### src/rtl/linear_layer_start_fifo_arb_ctrl.sv
// Two-requester arbitrated write front end for a show-ahead FIFO built on an
// external shift-register store; tracks occupancy, read index and a sticky error.
module linear_layer_start_fifo_arb_ctrl #(
    parameter int DATA_WIDTH = 1,
    parameter int ADDR_WIDTH = 2,
    parameter int DEPTH      = 4
) (
    input  logic                  clk,
    input  logic                  reset,
    input  logic [DATA_WIDTH-1:0] wr0_din,
    input  logic                  wr0_write,
    output logic                  wr0_full_n,
    input  logic [DATA_WIDTH-1:0] wr1_din,
    input  logic                  wr1_write,
    output logic                  wr1_full_n,
    output logic [DATA_WIDTH-1:0] rd_dout,
    output logic                  rd_empty_n,
    input  logic                  rd_read,
    output logic                  srl_we,
    output logic [ADDR_WIDTH-1:0] srl_addr,
    output logic [DATA_WIDTH-1:0] srl_din,
    input  logic [DATA_WIDTH-1:0] srl_dout,
    output logic [ADDR_WIDTH:0]   count,
    output logic                  err
);

    localparam logic [ADDR_WIDTH:0] DEPTH_C = (ADDR_WIDTH + 1)'(DEPTH);

    logic [ADDR_WIDTH:0]   count_q, count_d, count_m1;
    logic [ADDR_WIDTH-1:0] addr_q, addr_d;
    logic                  prio_q, prio_d;
    logic                  full_n_q, full_n_d;
    logic                  empty_n_q, empty_n_d;
    logic                  err_q, err_d;
    logic                  grant0, grant1, acc_w, acc_r, wr_viol;

    always_comb begin
        grant0     = wr0_write & (~wr1_write | ~prio_q);
        grant1     = wr1_write & (~wr0_write |  prio_q);
        // A requester is held off while full, or while the other one owns priority and is writing.
        wr0_full_n = full_n_q & ~(wr1_write &  prio_q);
        wr1_full_n = full_n_q & ~(wr0_write & ~prio_q);
        acc_w      = full_n_q & (grant0 | grant1);
        acc_r      = rd_read & empty_n_q;

        srl_we     = acc_w & ~reset;
        srl_din    = grant1 ? wr1_din : wr0_din;
        rd_dout    = srl_dout;

        count_d = count_q;
        if (acc_w && !acc_r)      count_d = count_q + 1'b1;
        else if (acc_r && !acc_w) count_d = count_q - 1'b1;
        count_m1 = count_d - 1'b1;

        // The oldest token lives at count-1; a balanced push/pop leaves it in place.
        addr_d = addr_q;
        if (!(acc_w && acc_r)) addr_d = (count_d != '0) ? count_m1[ADDR_WIDTH-1:0] : '0;

        prio_d    = acc_w ? grant0 : prio_q;
        full_n_d  = count_d < DEPTH_C;
        empty_n_d = count_d != '0;

        // Losing arbitration is not a fault; pushing into a full store is, unless a pop drains it that cycle.
        wr_viol = (wr0_write & ~wr0_full_n & ~grant1) | (wr1_write & ~wr1_full_n & ~grant0);
        err_d   = err_q | (rd_read & ~empty_n_q) | (wr_viol & ~acc_r);
    end

    // NOTE: state registers use non-blocking assignment; the token store itself is external and never reset.
    always_ff @(posedge clk or posedge reset) begin
        if (reset) begin
            count_q   <= '0;
            addr_q    <= '0;
            prio_q    <= 1'b0;
            full_n_q  <= 1'b1;
            empty_n_q <= 1'b0;
            err_q     <= 1'b0;
        end else begin
            count_q   <= count_d;
            addr_q    <= addr_d;
            prio_q    <= prio_d;
            full_n_q  <= full_n_d;
            empty_n_q <= empty_n_d;
            err_q     <= err_d;
        end
    end

    assign count      = count_q;
    assign srl_addr   = addr_q;
    assign rd_empty_n = empty_n_q;
    assign err        = err_q;

endmodule

### config.mk
export PLATFORM = sky130hd
export DESIGN_NAME = linear_layer_start_fifo_arb_ctrl
export DESIGN_NICKNAME = d
export VERILOG_FILES = /design/src/rtl/linear_layer_start_fifo_arb_ctrl.sv
export SDC_FILE = /design/constraint.sdc
export NUM_CORES = 1
export LEC_CHECK = 0
export CAP_MARGIN = 15
export CORE_MARGIN = 3
export CORE_UTILIZATION = 40
export CTS_BUF_LIST = sky130_fd_sc_hd__clkbuf_8 sky130_fd_sc_hd__clkbuf_16
export DETAILED_ROUTE_END_ITERATION = 10
export GPL_TIMING_DRIVEN = 1
export PLACE_DENSITY = 0.72
export SYNTH_ARGS = -nofsm -noshare
export SYNTH_HDL_FRONTEND = slang
export SYNTH_SLANG_ARGS = --single-unit
export TNS_END_PERCENT = 50
### constraint.sdc
create_clock -name clk -period 2.7 [get_ports clk]
set_clock_uncertainty 0.1 [all_clocks]
set_input_delay 0.405 -clock clk [delete_from_list [all_inputs] [get_ports clk]]
set_output_delay 0.405 -clock clk [all_outputs]
set_load 0.01 [all_outputs]
# [After elaboration in Yosys (flattened, before gate mapping)]
# Cells that the tools add are included.
[totals] regBits=9 latchBits=0 mem_bits_rw=0 rom_bits=0 input_bits=8 elab_cells=53 memories=0
[op_classes] addsub=3 n_mul=0 n_div=0 order_cmp=1 n_eq_ne=0 n_shift=0 mux=4 n_bitwise=33 reduce_logical=6
[ops] cell="1-bit bitwise AND" n=15
[ops] cell="1-bit inverter" n=12
[ops] cell="3-bit 2-to-1 mux" n=2
[ops] cell="1-bit OR" n=6
[ops] cell="3-bit by 1-bit adder with 3-bit output, second input constant" n=1
[ops] cell="1-bit logical AND" n=3
[ops] cell="3-bit less-than comparator, second input constant" n=1
[ops] cell="3-bit nonzero test" n=1
[ops] cell="3-bit by 1-bit subtractor with 3-bit output, second input constant" n=1
[ops] cell="1-bit zero test" n=2
[ops] cell="2-bit 2-to-1 mux" n=1
[ops] cell="2-bit by 1-bit subtractor with 2-bit output, second input constant" n=1
[ops] cell="1-bit 2-to-1 mux" n=1

# [Depth between registers and ports, before layout]
# Gate-level depths: netlist (run 1).
[depth] ltp_word=11 mapped_depth=8

# [Worst setup path after synthesis (run 1)]
# Ideal clock, no wire load.
[synth_timing] kind="register -> register" start="reg count_q[0], in the netlist count[0]" end="reg addr_q[1], in the netlist srl_addr[1]" setup_time_ns=0.133 arrival_time_ns=1.828 required_ns=2.467 path_slack_ns=0.639 stages_incl_launch_ff=9 path_buffers=1 period_less_slack_ns=2.061 path_cell_list="dfrtp_1 -> clkbuf_1 -> inv_1 -> ha_1 -> and3b_1 -> mux2i_1 -> nand2_1 -> a32oi_1 -> o211ai_2"
[synth_between] elab_chain_len=5 elab_cells_between_ends=7 classes_between="3 x add/sub; 3 x mux; 1 x reduce/logical"
[synth_lines] element="from (decl)" line="29" rtl="logic [ADDR_WIDTH:0] count_q, count_d, count_m1;"
[synth_lines] element="from (signal assigned)" line="78" rtl="count_q <= count_d;"
[synth_lines] element="3-bit by 1-bit subtractor with 3-bit output" line="52" rtl="else if (acc_r && !acc_w) count_d = count_q - 1'b1;"
[synth_lines] element="3-bit 2-to-1 mux" line="52"
[synth_lines] element="3-bit 2-to-1 mux *" line="51" rtl="if (acc_w && !acc_r) count_d = count_q + 1'b1;"
[synth_lines] element="net count_d[1]" line="29"
[synth_lines] element="2-bit by 1-bit subtractor with 2-bit output or 3-bit nonzero test (tied branches)" line="53, 57"
[synth_lines] element="2-bit 2-to-1 mux *" line="57" rtl="if (!(acc_w && acc_r)) addr_d = (count_d != '0) ? count_m1[ADDR_WIDTH-1:0] : '0;"
[synth_lines] element="to (signal assigned)" line="79" rtl="addr_q <= addr_d;"
[synth_lines] element="to (decl)" line="30" rtl="logic [ADDR_WIDTH-1:0] addr_q, addr_d;"
# The timed path passes the listed nets; every way through them passes the cells marked *.
# A chain may end at the register's enable or synchronous reset.

# [Final worst setup path (run 1)]
[layout_timing] start="in wr1_write" end="out srl_din"
[layout_between] elab_chain_len=2
[layout_lines] element="from (decl)" line="14" rtl="input logic wr1_write,"
[layout_lines] element="1-bit bitwise AND" line="39" rtl="grant1 = wr1_write & (~wr0_write | prio_q);"
[layout_lines] element="1-bit 2-to-1 mux" line="47" rtl="srl_din = grant1 ? wr1_din : wr0_din;"
[layout_lines] element="to (decl)" line="21" rtl="output logic [DATA_WIDTH-1:0] srl_din,"
# Every way passes these cells.

==> results of run 1 <==
-- worst max-delay path by stage --
stage	start	end	depth (start not counted)
2_1_floorplan	count[0]	srl_addr[1]	8
3_3_place_gp	wr1_write	srl_din	4
3_5_place_dp	wr1_write	srl_din	4
4_1_cts	wr1_write	srl_din	4
5_1_grt	wr1_write	srl_din	4
6_report	wr1_write	srl_din	4
-- area by class of cell --
cell class,count,area [sq um]
Fill cell,127,541.8
Multi-Input combinational cell,51,370.4
Sequential cell,9,226.5
Timing Repair Buffer,18,177.7
Clock buffer,3,41.29
Inverter,5,18.77
Tap cell,15,18.77
Clock inverter,1,3.754
-- cell usage after synthesis, types with 2 or more instances --
| master | n |
|---|---|
| a21oi_1 | 3 |
| mux2i_1 | 4 |
| xnor2_1 | 2 |
| buf_4 | 2 |
| nand3_1 | 2 |
| a32oi_1 | 2 |
| nand2_1 | 6 |
| nor3_1 | 3 |
| inv_1 | 5 |
| dfrtp_1 | 8 |
| a21boi_0 | 4 |
| o21ai_0 | 2 |
| nand2b_1 | 2 |
| ha_1 | 2 |
| clkbuf_1 | 2 |
| nor2_1 | 5 |
| and3_1 | 2 |
-- worst register-to-register path, stage by stage, from the launching register on --
cell	delay (ns)
dfrtp_1	0.50
inv_1	0.15
ha_1	0.36
and3b_1	0.18
mux2i_1	0.27
nand2_1	0.14
a32oi_1	0.19
o211ai_2	0.10
-- power breakdown --
part           switching (uW)  internal [uW]  total, uW
sequential               77.8            202        280
clock                    54.8           99.1        154
combinational             272            303        575
-- cells by family after synthesis --
group,Yosys count,synth area share (%)
adders and majority gates,2,3.890
buffers and inverters,10,7.198
muxes,5,7.977
and+or+nand+nor,24,18.87
DFF,9,35.21
AOI/OAI and AO/OA,17,21.60
xor gates and xnor gates,3,5.254
-- registers in the layout (all words and copies together), names as in the netlist --
register / flops
count: 3
srl_addr: 2
err: 1
full_n_q: 1
prio_q: 1
rd_empty_n: 1
-- layer usage --
metal	vias up	GRT usage (%)	wire [microns]	part of all wire, %
met5	-	0	0	0
met4	0	5.114	10	0.72
met3	2	5.859	97	7.0
met2	20	24.45	668	48
met1	261	17.79	612	44
li1	276	-	-	-
-- stage by stage --
stage | util, % | instances | hold slack [ns] | cell area (sq um)
2_1_floorplan | - | 70 | 0.1322 | 643.1
3_3_place_gp | 58.05 | 98 | 0.3513 | 812.0
3_5_place_dp | 58.05 | 98 | 0.3601 | 812.0
4_1_cts | 61.27 | 102 | 0.3675 | 857.1
5_1_grt | 61.27 | 102 | 0.4026 | 857.1
6_report | 61.27 | 102 | 0.3642 | 857.1
==> results.toml, run 1 <==
[grt]
grt_pass1_vias = 510
grt_max_degree = 12
grt.overflow.total = 0
antenna_found_initial = 0
grt_pass1_wl_microns = 2214
grt_usage_pct = 15.00

[cells_and_area]
drive_above_1_share_pct = 12.64
final_common_cell = "clkdlybuf4s50_1"
nets = 98
mostFrequentLayoutCells = "17 x clkdlybuf4s50_1, 8 x dfrtp_1, 6 x nand2_1, 6 x inv_1, 5 x nor2_1"
area_growth_pct = 33.27
diodes = 0

[hold_path]
min_from = "err"
whs_path_depth = 1
hold_path_class = "reg -> reg"
holdPathEnd = "err"

[clock_tree]
cts_tree = "yes"
postCtsSetupRepairBufs = 0
cts.repair.resized = 0
cts_root_buf = "clkbuf_8"
clkLatencyLatePin_ns = 0.24
clock-sinks = 9
cts_hold_buf = 0
cts-buffers-inserted = 3
clkTransAtPathRegs_ns = 0.05
clk_path_buf_depth = 2
ctsHtreeMaxLevel = 1

[floorplanning]
dieArea_sq_um = 2125
fp.dieH_microns = 46.10
io_pins = 20
start_util_pct = 45.97
placementRows = 13
dieWidth_microns = 46.10
coreArea_sq_um = 1399

[drt]
drc = 0
first_pass_iters = 5
drt-total-wl_microns = 1389
drtAntennaViolNets = 0
vias = 559
drt_iter0_markers = 6
detail_route.vias_per_cell = 5.480
routedWlPerCell_microns = 13.62

[setup_path]
cp-end-kind = "primary output"
r2r_slack_ns = 0.58
cp.required_ns = 2.19
cp-start-kind = "input port"
critical-path-slowest-cell = "clkdlybuf4s50_1"
critPathTopFamily = "buffers and inverters"
cp_slowest_stage_delay_ns = 0.60
cpMostUsedCell = "clkdlybuf4s50_1"
r2r-start = "count[0]"
arrival_ns = 1.87
path_max_fanout = 6
path_cells = "clkdlybuf4s50_1 > nand2_1 > mux2_2 > clkdlybuf4s50_1"
r2r-end = "srl_addr[1]"
cp_num_buf_inv = 2
crit_type = "in -> out"
rr_worst_depth = 7

[timing]
hold_viol = 0
fin_tns_setup_ns = 0
setup_viol = 0
timing.fmax_mhz = 420.7
rsz0062_at_grt = "no"
finalCritPeriodShare_pct = 88.05
layout_setup_ws_ns = 0.3227
min_period_ns = 2.377
tightest_slew_ns = 0.3801
timing.slew.headroom_pct = 74.63
slew_violations = 0

[power_and_ir_drop]
vdd_drop_max_mv = 0.6874
p_leak_uw = 0.0003781
p_per_area_nw_per_um2 = 1177
power.total_uw = 1009

[synthesis]
synth-seq-cells = 9
synth_top_area_share_pct = 31.13
syn_inst = 70
synth_cell_types = 31
synth-seq-area-share_pct = 35.21
synth_flop_cell = "dfrtp_1"
synth_area_leaders = "dfrtp_1 31%, mux2i_1 6.2%, a21boi_0 4.7%"
ys_async_sr_fraction_pct = 100.0
synth_top_area_cell = "dfrtp_1"
avgSynthCellArea_sq_um = 9.187
yosys_warnings = 0
postSynthNetCount = 80
syn_area_sq_um = 643.1
synth_edf_count = 0

[placed_design]
place_congestion = 0.8277
portBuffers = 17
dp_hpwl_microns = 1033
dp_slack_ns = 0.3097

[run_status]
status = "complete, no violations"

[flow_run]
max-cap-violations = 0
(Power assumes the default switching activity.)
==> inputs of run 2 (changes only) <==
==> constraint.sdc (replaced) <==
create_clock -name clk -period 2.7 [get_ports clk]
set_clock_uncertainty 0.1 [all_clocks]
set_input_delay 0.675 -clock clk [delete_from_list [all_inputs] [get_ports clk]]
set_output_delay 0.675 -clock clk [all_outputs]
set_load 0.01 [all_outputs]
==> run 2 against run 1 <==
  * Die area unchanged
  * Register-to-register slack improved by 0.03 ns
  * Wire length is 1.0% higher
  * Combinational power hardly changed
  * Critical endpoint is now wr1_full_n
  * Largest power group unchanged
  * Power is essentially flat
  * Final area rose by 2.3%
==> results.toml, run 2 (synthesis gave the netlist of run 1 again) <==
[cells_and_area]
multi_input_area_sq_um = 370.4
area_growth_pct = 36.38
nets = 101
register_area_sq_um = 226.5
diodes = 0
largest_reg_flops = 3
drive_above_1_share_pct = 15.56
mostFrequentLayoutCells = "14 x clkdlybuf4s50_1, 8 x dfrtp_1, 6 x nand2_1, 6 x inv_1, 5 x nor2_1"
nFillCells = 128
final_common_cell = "clkdlybuf4s50_1"

[drt]
vias = 566
routedWlPerCell_microns = 13.36
detail_route.vias_per_cell = 5.390
drt_iter0_markers = 6
first_pass_iters = 4
drc = 0
drtAntennaViolNets = 0
drt-total-wl_microns = 1403

[clock_tree]
clock-sinks = 9
cts_root_buf = "clkbuf_8"
clkLatencyLatePin_ns = 0.23
clkTransAtPathRegs_ns = 0.05
cts-buffers-inserted = 3
clk_path_buf_depth = 2
ctsHtreeMaxLevel = 1
cts_hold_buf = 0
cts_tree = "yes"

[timing]
hold_viol = 0
rsz0062_at_grt = "no"
timing.fmax_mhz = 376.6
finalCritPeriodShare_pct = 98.34
layout_setup_ws_ns = 0.04475
tightest_slew_ns = 0.3531
setup_viol = 0
fin_tns_setup_ns = 0
slew_violations = 0
timing.slew.headroom_pct = 76.43
min_period_ns = 2.655
holdWs_ns = 0.3685

[grt]
antenna_found_initial = 0
grt_pass1_vias = 536
grt_max_degree = 12
grt_usage_pct = 15.66
grt.overflow.total = 0
grt_pass1_wl_microns = 2325

[floorplanning]
start_util_pct = 45.97
coreArea_sq_um = 1399
io_pins = 20
placementRows = 13
dieArea_sq_um = 2125
dieWidth_microns = 46.10
fp.dieH_microns = 46.10

[power_and_ir_drop]
vdd_drop_max_mv = 0.5461
p_leak_uw = 0.0003988
p_per_area_nw_per_um2 = 1149
power.total_uw = 1008

[setup_path]
crit_type = "in -> out"
critical-path-slowest-cell = "clkdlybuf4s50_1"
arrival_ns = 1.88
cp.required_ns = 1.92
cp-start-kind = "input port"
path_max_fanout = 2
cp_slowest_stage_delay_ns = 0.48
cp_num_buf_inv = 2
path_cells = "clkdlybuf4s50_1 > nand2b_1 > and2_2 > clkdlybuf4s50_1"
critPathTopFamily = "buffers and inverters"
cpMostUsedCell = "clkdlybuf4s50_1"
cp-end-kind = "primary output"

[run_status]
status = "complete, no violations"

[placed_design]
portBuffers = 17
dp_hpwl_microns = 1046
place_congestion = 0.8550
dp_slack_ns = -0.2098

[hold_path]
hold_path_class = "reg -> reg"

[flow_run]
max-cap-violations = 0
## run 2: worst register-to-register path, cell delays in order, from the launching register on
cell      delay, ns
dfrtp_1        0.49
inv_1          0.14
ha_1           0.36
and3b_1        0.19
mux2i_1        0.26
nand2_1        0.14
a32oi_1        0.19
o211ai_2       0.10
## run 2: cell type report
cell class                      count  area share, %
Clock inverter                      1         0.4280
Inverter                            5          2.140
Timing Repair Buffer               21          22.54
Clock buffer                        3          4.708
Tap cell                           15          2.140
Sequential cell                     9          25.82
Multi-Input combinational cell     51          42.23
## run 2: what timing repair did
| item | CTS | global route |
|---|---|---|
| buffers inserted | 0 | 0 |
| endpoints found under the setup margin | 3 | 0 |
| gates resized for setup | 4 | 0 |
## run 2: stage by stage
step                      utilization, %  instance area [sq um]  cells
final                              62.70                  877.1    105
after global routing               62.70                  877.1    105
after CTS                          62.70                  877.1    105
after detailed placement           59.66                  834.6    101
after global placement             59.66                  834.6    101
after floorplan                        -                  643.1     70
## run 2: layer usage
layer	global-route usage, %	wire (microns)	vias to the layer above
met5	0	0	-
met4	6.818	19	0
met3	5.078	109	4
met2	26.10	698	16
met1	18.12	576	263
li1	-	-	283
## run 2: worst paths after layout
check	startpoint	slack, ns	cells past startpoint	endpoint
hold reg to reg	err	0.37	1	err
max in group asynchronous	reset	1.56	2	full_n_q
setup / recovery	wr0_write	0.04	4	wr1_full_n
hold / removal	err	0.37	1	err
min in group asynchronous	reset	0.64	2	count[2]
setup reg to reg	count[0]	0.61	7	srl_addr[1]
## run 2: where the power goes
| part | switching (uW) | total (uW) | internal (uW) |
|---|---|---|---|
| Clock | 53.1 | 152 | 99.0 |
| Sequential | 75.5 | 278 | 202 |
| Combinational | 275 | 578 | 303 |
